File: config.mk
export PLATFORM = sky130hd
export DESIGN_NAME = music_box_state_play_recording
export DESIGN_NICKNAME = d
export VERILOG_FILES = /design/src/rtl/music_box_state_play_recording.sv
export SDC_FILE = /design/constraint.sdc
export NUM_CORES = 1
export LEC_CHECK = 0
export CAP_MARGIN = 20
export CORE_ASPECT_RATIO = 1.1
export CORE_MARGIN = 2
export CORE_UTILIZATION = 45
export DETAILED_ROUTE_END_ITERATION = 10
export DONT_BUFFER_PORTS = 1
export GPL_TIMING_DRIVEN = 0
export PLACE_DENSITY = 0.65
export SLEW_MARGIN = 20
export SYNTH_ARGS = -nofsm -noshare
export SYNTH_HDL_FRONTEND = slang
export SYNTH_SLANG_ARGS = --single-unit
File: constraint.sdc
create_clock -name clock_50Mhz -period 3.12 [get_ports clock_50Mhz]
set_clock_uncertainty 0.2 [all_clocks]
set_input_delay 0.624 -clock clock_50Mhz [delete_from_list [all_inputs] [get_ports clock_50Mhz]]
set_output_delay 0.624 -clock clock_50Mhz [all_outputs]
set_load 0.02 [all_outputs]
File: src/rtl/music_box_state_play_recording.sv
// Music box playback state: reads recorded samples back in order at SAMPLE_HZ and strobes them on audioOut.
// Optional build macro MUSICBOX_PLAYBACK_LOOP_EN makes playback loop endlessly instead of finishing once.
module music_box_state_play_recording #(
    parameter int CLK_HZ      = 50_000_000,
    parameter int SAMPLE_HZ   = 1000,
    parameter int ADDR_W      = 13,
    parameter int DATA_W      = 16,
    parameter int MAX_SAMPLES = 5000,
    parameter int PLAY_STATE  = 5
) (
    input  logic              clock_50Mhz,
    input  logic              reset_n,
    input  logic [4:0]        currentState,
    input  logic [15:0]       recordedLength,
    output logic              mem_read_en,
    output logic [ADDR_W-1:0] mem_read_addr,
    input  logic [DATA_W-1:0] mem_read_data,
    output logic [DATA_W-1:0] audioOut,
    output logic              audioValid,
    output logic              stateComplete,
    output logic [31:0]       debugString
);

    localparam int          TICK_DIV = CLK_HZ / SAMPLE_HZ;
    localparam int          PRE_W    = $clog2(TICK_DIV);
    localparam logic [15:0] MAX_LEN  = 16'(MAX_SAMPLES);

    typedef enum logic [2:0] {IDLE, FETCH, CAPTURE, HOLD, DONE} state_t;

    state_t           state, state_next;
    logic [PRE_W-1:0] prescaler;
    logic [15:0]      eff_len;
    logic [15:0]      sample_index;
    logic [15:0]      loop_count;

    logic        in_play;
    logic        tick;
    logic        last_sample;
    logic        exiting;
    logic [15:0] len_clamped;

    assign in_play     = (currentState == 5'(PLAY_STATE));
    assign tick        = (prescaler == PRE_W'(TICK_DIV - 1));
    assign last_sample = (sample_index == eff_len - 16'd1);
    assign exiting     = (state != IDLE) && !in_play;
    assign len_clamped = (recordedLength > MAX_LEN) ? MAX_LEN : recordedLength;

    assign mem_read_addr = sample_index[ADDR_W-1:0];
    assign debugString   = {loop_count, sample_index};

    always_ff @(posedge clock_50Mhz or negedge reset_n) begin
        if (!reset_n) state <= IDLE;
        else          state <= state_next;
    end

    always_comb begin
        // NOTE: every output of this block gets a default first so no path can infer a latch.
        state_next    = state;
        mem_read_en   = 1'b0;
        stateComplete = 1'b0;
        unique case (state)
            IDLE:    if (in_play) state_next = (len_clamped == 16'd0) ? DONE : FETCH;
            FETCH: begin
                mem_read_en = 1'b1;
                state_next  = CAPTURE;
            end
`ifdef MUSICBOX_PLAYBACK_LOOP_EN
            CAPTURE: state_next = HOLD;
`else
            CAPTURE: state_next = last_sample ? DONE : HOLD;
`endif
            HOLD:    if (tick) state_next = FETCH;
            DONE:    stateComplete = 1'b1;
            default: state_next = IDLE;
        endcase
        // Leaving the play state overrides everything, including a read still in flight.
        if (exiting) state_next = IDLE;
    end

    // NOTE: sequential state uses non-blocking assignments so every register sees pre-edge values.
    always_ff @(posedge clock_50Mhz or negedge reset_n) begin
        if (!reset_n) begin
            prescaler    <= '0;
            eff_len      <= '0;
            sample_index <= '0;
            loop_count   <= '0;
            audioOut     <= '0;
            audioValid   <= 1'b0;
        end else begin
            audioValid <= 1'b0;
            if (exiting) begin
                prescaler    <= '0;
                sample_index <= '0;
                loop_count   <= '0;
                audioOut     <= '0;
            end else if (state == IDLE) begin
                if (in_play) begin
                    eff_len      <= len_clamped;
                    prescaler    <= '0;
                    sample_index <= '0;
                    loop_count   <= '0;
                end
            end else begin
                // Free-running from entry so strobes land exactly TICK_DIV cycles apart.
                prescaler <= tick ? '0 : prescaler + 1'b1;
                if (state == CAPTURE) begin
                    audioOut   <= mem_read_data;
                    audioValid <= 1'b1;
                    if (!last_sample) begin
                        sample_index <= sample_index + 16'd1;
                    end else begin
`ifdef MUSICBOX_PLAYBACK_LOOP_EN
                        sample_index <= '0;
                        loop_count   <= loop_count + 16'd1;
`endif
                    end
                end
            end
        end
    end

endmodule
* Word-level counts from Yosys, hierarchy flattened
Cells that the tools add are included.
Operators by class: magnitude comparators 1, multiplexer cells 25, reductions and logical operators 14, multipliers 0, eq/ne operators 12, add/sub/neg operators 3, shifts and indexed selects 0, bitwise operators 1, div/mod/pow operators 0
Operators with widths (number):
- 16-bit 2-to-1 mux | 14
- 16-bit by 1-bit adder with 16-bit output (second input constant) | 2
- 16-bit equality test | 1
- 16-bit equality test (second input constant) | 1
- 16-bit by 13-bit greater-than comparator with 1-bit output (second input constant) | 1
- 16-bit logical NOT | 1
- 16-bit by 1-bit subtractor with 16-bit output (second input constant) | 1
- 3-bit 2-to-1 mux | 5
- 3-bit one-hot mux with 5 select lines | 1
- 3-bit AND reduction | 3
- 3-bit by 2-bit equality test with 1-bit output (second input constant) | 2
- 3-bit != test (second input constant) | 2
- 2-bit nonzero test | 3
- 3-bit nonzero test | 2
- 5-bit by 3-bit equality test with 1-bit output (second input constant) | 1
- 1-bit 2-to-1 mux | 5
- 2-bit != test (second input constant) | 2
- 2-bit AND reduction | 2
- 3-bit by 1-bit equality test with 1-bit output (second input constant) | 1
- 3-bit equality test (second input constant) | 1
- 3-bit logical NOT | 1
- 3-bit by 1-bit != test with 1-bit output (second input constant) | 1
- 1-bit logical AND | 1
- 1-bit logical NOT | 1
- 1-bit inverter | 1
Storage, ports and cells: memories kept 0, logic and storage cells 63, bits of input ports 39, memory bits (writable) 0, bits in latches 0, output and inout port bits 64, bits in registers 84, bits in read-only memories 0

* Longest topological paths before layout
word-level depth 7, depth in mapped cells 12, depth with buffers taken out 10

* Least setup slack after synthesis
Ideal clock, no wire load.
path type register to register, start register eff_len[0], end register state[2], data arrival time 2.824 ns, setup time 0.081 ns, cell stages (with the launch flop) 13, data required time 2.839 ns, path slack 0.015 ns, path through dfrtp_1 > inv_1 > ha_1 > or4b_1 > buf_2 > nor4b_4 > nand4b_1 > o311a_1 > and3_4 > or3_4 > buf_6 > o31a_1 > nor3_2
Between the ends: word-level cells in the longest chain between the ends 5
Ends and longest elaborated chain:
- from (decl) | RTL line 32 | logic [15:0] eff_len;
- from (signal assigned) | RTL line 98 | eff_len <= len_clamped;
- 16-bit by 1-bit subtractor with 16-bit output | RTL line 44 | assign last_sample = (sample_index == eff_len - 16'd1);
- 16-bit equality test | RTL line 44
- 3-bit 2-to-1 mux | RTL line 70 | CAPTURE: state_next = last_sample ? DONE : HOLD;
- 3-bit one-hot mux with 5 select lines | RTL line 61 | unique case (state)
- 3-bit 2-to-1 mux | RTL line 77 | if (exiting) state_next = IDLE;
- to (signal assigned) | RTL line 53 | else state <= state_next;
- to (decl) | RTL line 30 | state_t state, state_next;
No other way between the ends. A chain may end at the register's enable or synchronous reset.

* Worst setup path in the final report
Same ends and word-level chain as after synthesis.

==> flow_metrics.py <==
metrics = {
    "global_route": {
        "grt_pass1_vias": 3418,
        "grt_usage": 0.209,
        "grt_pass1_wl_mm": 16.5,
        "gr-total-overflow": 0,
        "grt_max_degree": 69,
        "grt_antenna_before_repair": 0,
    },
    "min_path": {
        "hold_path.class": "input pin to register",
    },
    "power": {
        "pwr-share-clk": 0.367,
        "p_per_area_mw_per_mm2": 425,
        "ir_drop_v": 0.000194,
        "switching_share": 0.297,
        "power.switching_mw": 0.607,
        "p_comb_frac": 0.175,
        "seq_power_share": 0.458,
        "power_mw": 2.05,
        "p_leak_nw": 2.09,
        "internal_power_mw": 1.44,
    },
    "route": {
        "drt_iter0_markers": 230,
        "postRouteAntennaNets": 0,
        "wirelength_mm": 10.4,
        "drt_pass1_iterations": 4,
        "num_vias": 3708,
        "wl_per_cell_um": 16.5,
        "avgViaCountPerCell": 5.87,
        "drc_errors": 0,
    },
    "die": {
        "fp.dieH_um": 105,
        "die_w_um": 96.2,
        "dieArea_mm2": 0.0102,
        "core_area_mm2": 0.00921,
        "ios": 103,
        "start_util": 0.457,
        "num_rows": 37,
    },
    "outcome": {
        "status": "completed",
    },
    "timing": {
        "post-route-min-period_ps": 3070,
        "timing_worst_slew_pin_value_ps": 701,
        "max-slew-margin-rel": 0.530,
        "fin_hold_ws_ps": 177,
        "grt_setup_unrepaired": "yes",
        "period_share": 0.985,
        "setup_viol": 0,
        "hold_viol_final": 0,
        "fmax_mhz": 325,
        "slew_viol_final": 0,
    },
    "cells_and_area": {
        "final_cells": 632,
        "final_net_count": 552,
        "area_growth_pct": 14.3,
        "final_core_util": 0.522,
        "drive_above_1_share": 0.173,
        "num_antenna_cells": 0,
    },
    "synth": {
        "syn-cell-area_mm2": 0.00421,
        "syn_inst": 475,
        "synth.ff_latch_count": 68,
        "syn_avg_cell_area_um2": 8.87,
        "ys.flop_type": "dfrtp_1",
        "ys_warn_count": 0,
        "synth_edf_count": 0,
        "ys_seq_area_frac": 0.404,
        "synthDistinctLibCells": 61,
        "async_flop_share": 1.00,
    },
    "clock_tree": {
        "cts-root-buf": "clkbuf_8",
        "clock_latency_ps": 360,
        "numCtsBuffers": 9,
        "htreeDepth": 3,
        "cts_buffer_depth": 2,
        "path_clk_slew_ps": 90,
        "cts_tree": "done",
        "clock-sinks": 68,
    },
    "place": {
        "dp_hpwl_mm": 7.28,
        "io_buffers": 0,
        "dp_cells": 607,
        "gp_congestion": 0.891,
    },
    "critical_path": {
        "critPathKind": "register to register",
        "cp-end-kind": "register",
        "required_ps": 3200,
        "start_kind": "register",
        "cp.arrival_ps": 3160,
        "worst-path-max-fanout": 6,
    },
    "job": {
        "drv_cap": 0,
    },
}
==> path summary, 6_finish.rpt <==
path | from | endpoint | slack, ps | depth (start not counted)
setup reg to reg | eff_len[0]$_DFFE_PN0P_ | state[2]$_DFFE_PN0P_ | 50 | 11
setup / recovery | eff_len[0]$_DFFE_PN0P_ | state[2]$_DFFE_PN0P_ | 50 | 11
max in group asynchronous | reset_n | eff_len[11]$_DFFE_PN0P_ | 1830 | 2
min in group asynchronous | reset_n | sample_index[2]$_DFFE_PN0P_ | 600 | 2
hold / removal | recordedLength[7] | eff_len[7]$_DFFE_PN0P_ | 180 | 1
hold reg to reg | prescaler[8]$_DFFE_PN0P_ | prescaler[8]$_DFFE_PN0P_ | 300 | 1
==> kinds of logic (layout without fill, tap and decap cells) <==
logic type,after synthesis,count (layout),share of synthesized area
DFF,68,68,0.404
xor gates and xnor gates,23,23,0.0478
AOI/OAI and AO/OA,120,120,0.190
other,1,16,0.000890
muxes,6,6,0.0146
buffers and inverters,59,84,0.0838
adders and majority gates,3,3,0.00891
and+or+nand+nor,195,195,0.250
==> cells in the mapped netlist (all sizes together) (9+ instances only) <==
cell,number,share of area
buf,37,0.064
o21ai,46,0.055
a21oi,14,0.017
nand2b,9,0.013
nor3,25,0.035
clkbuf,17,0.015
dfrtp,68,0.40
nand3,21,0.025
nand2,54,0.048
xnor2,14,0.029
and3,17,0.026
xor2,9,0.019
a22o,24,0.050
nor2,27,0.024
==> metal layers <==
metal | up-vias | track usage | share of wire
met5 | - | 0 | 0
met1 | 1799 | 0.277 | 0.43
met4 | 0 | 0.0847 | 0.023
met3 | 19 | 0.0400 | 0.068
li1 | 1750 | - | -
met2 | 140 | 0.333 | 0.48
==> stage by stage <==
| stage | worst slack (ps) | cell area (um^2) | TNS, ps |
|---|---|---|---|
| floorplan | 14.9 | 4270 | 0 |
| global placement | -266 | 4410 | -6900 |
| detailed placement | -329 | 4410 | -8110 |
| CTS | 8.79 | 4710 | 0 |
| global route | -65.7 | 4810 | -164 |
| finish | 45.6 | 4810 | 0 |
==> cells in the final DEF (no fill, tap or decap), types with 19 or more instances in the layout <==
master	instances
nand3_1	19
nand2_1	53
dfrtp_1	68
nor3_1	19
a22o_1	24
nor2_1	25
buf_4	39
o21ai_0	40
==> registers in the layout (all words and copies together), names as in the netlist <==
name,cells
sample_index,16
prescaler,16
audioOut,16
eff_len,16
state,3
audioValid,1
==> power by group through the flow <==
stage,logic [mW],clock network [mW],registers [mW]
floorplan,0.231,0,0.941
global placement,0.266,0,0.948
detailed placement,0.274,0,0.949
CTS,0.326,0.770,0.935
global route,0.392,0.814,0.941
finish,0.357,0.752,0.938
==> critical path, cell delays in order (launching register included) <==
cell	delay, ps
dfrtp_1	400
inv_2	80
ha_4	140
or4b_4	450
buf_6	150
nor4b_4	320
nand4b_1	130
o311a_1	160
and3_4	180
or3_4	420
o31a_1	260
nor3_2	100
==> repair_timing <==
action                                  CTS  global route
gates resized for setup                   7            20
endpoints found under the setup margin   18            29
buffers inserted                          4             5
pin swaps                                 3             6
hold buffers                              2             0
hold endpoints to repair                 68             0
==> final cells by class <==
type,instances,area (um^2)
Inverter,5,18.8
Clock inverter,7,75.1
Sequential cell,68,1700
Clock buffer,9,124
Buffer,52,332
Timing Repair Buffer,11,105
Multi-Input combinational cell,363,2310
Fill cell,859,4400
Tap cell,117,146
Power figures use the tool's default switching activity.
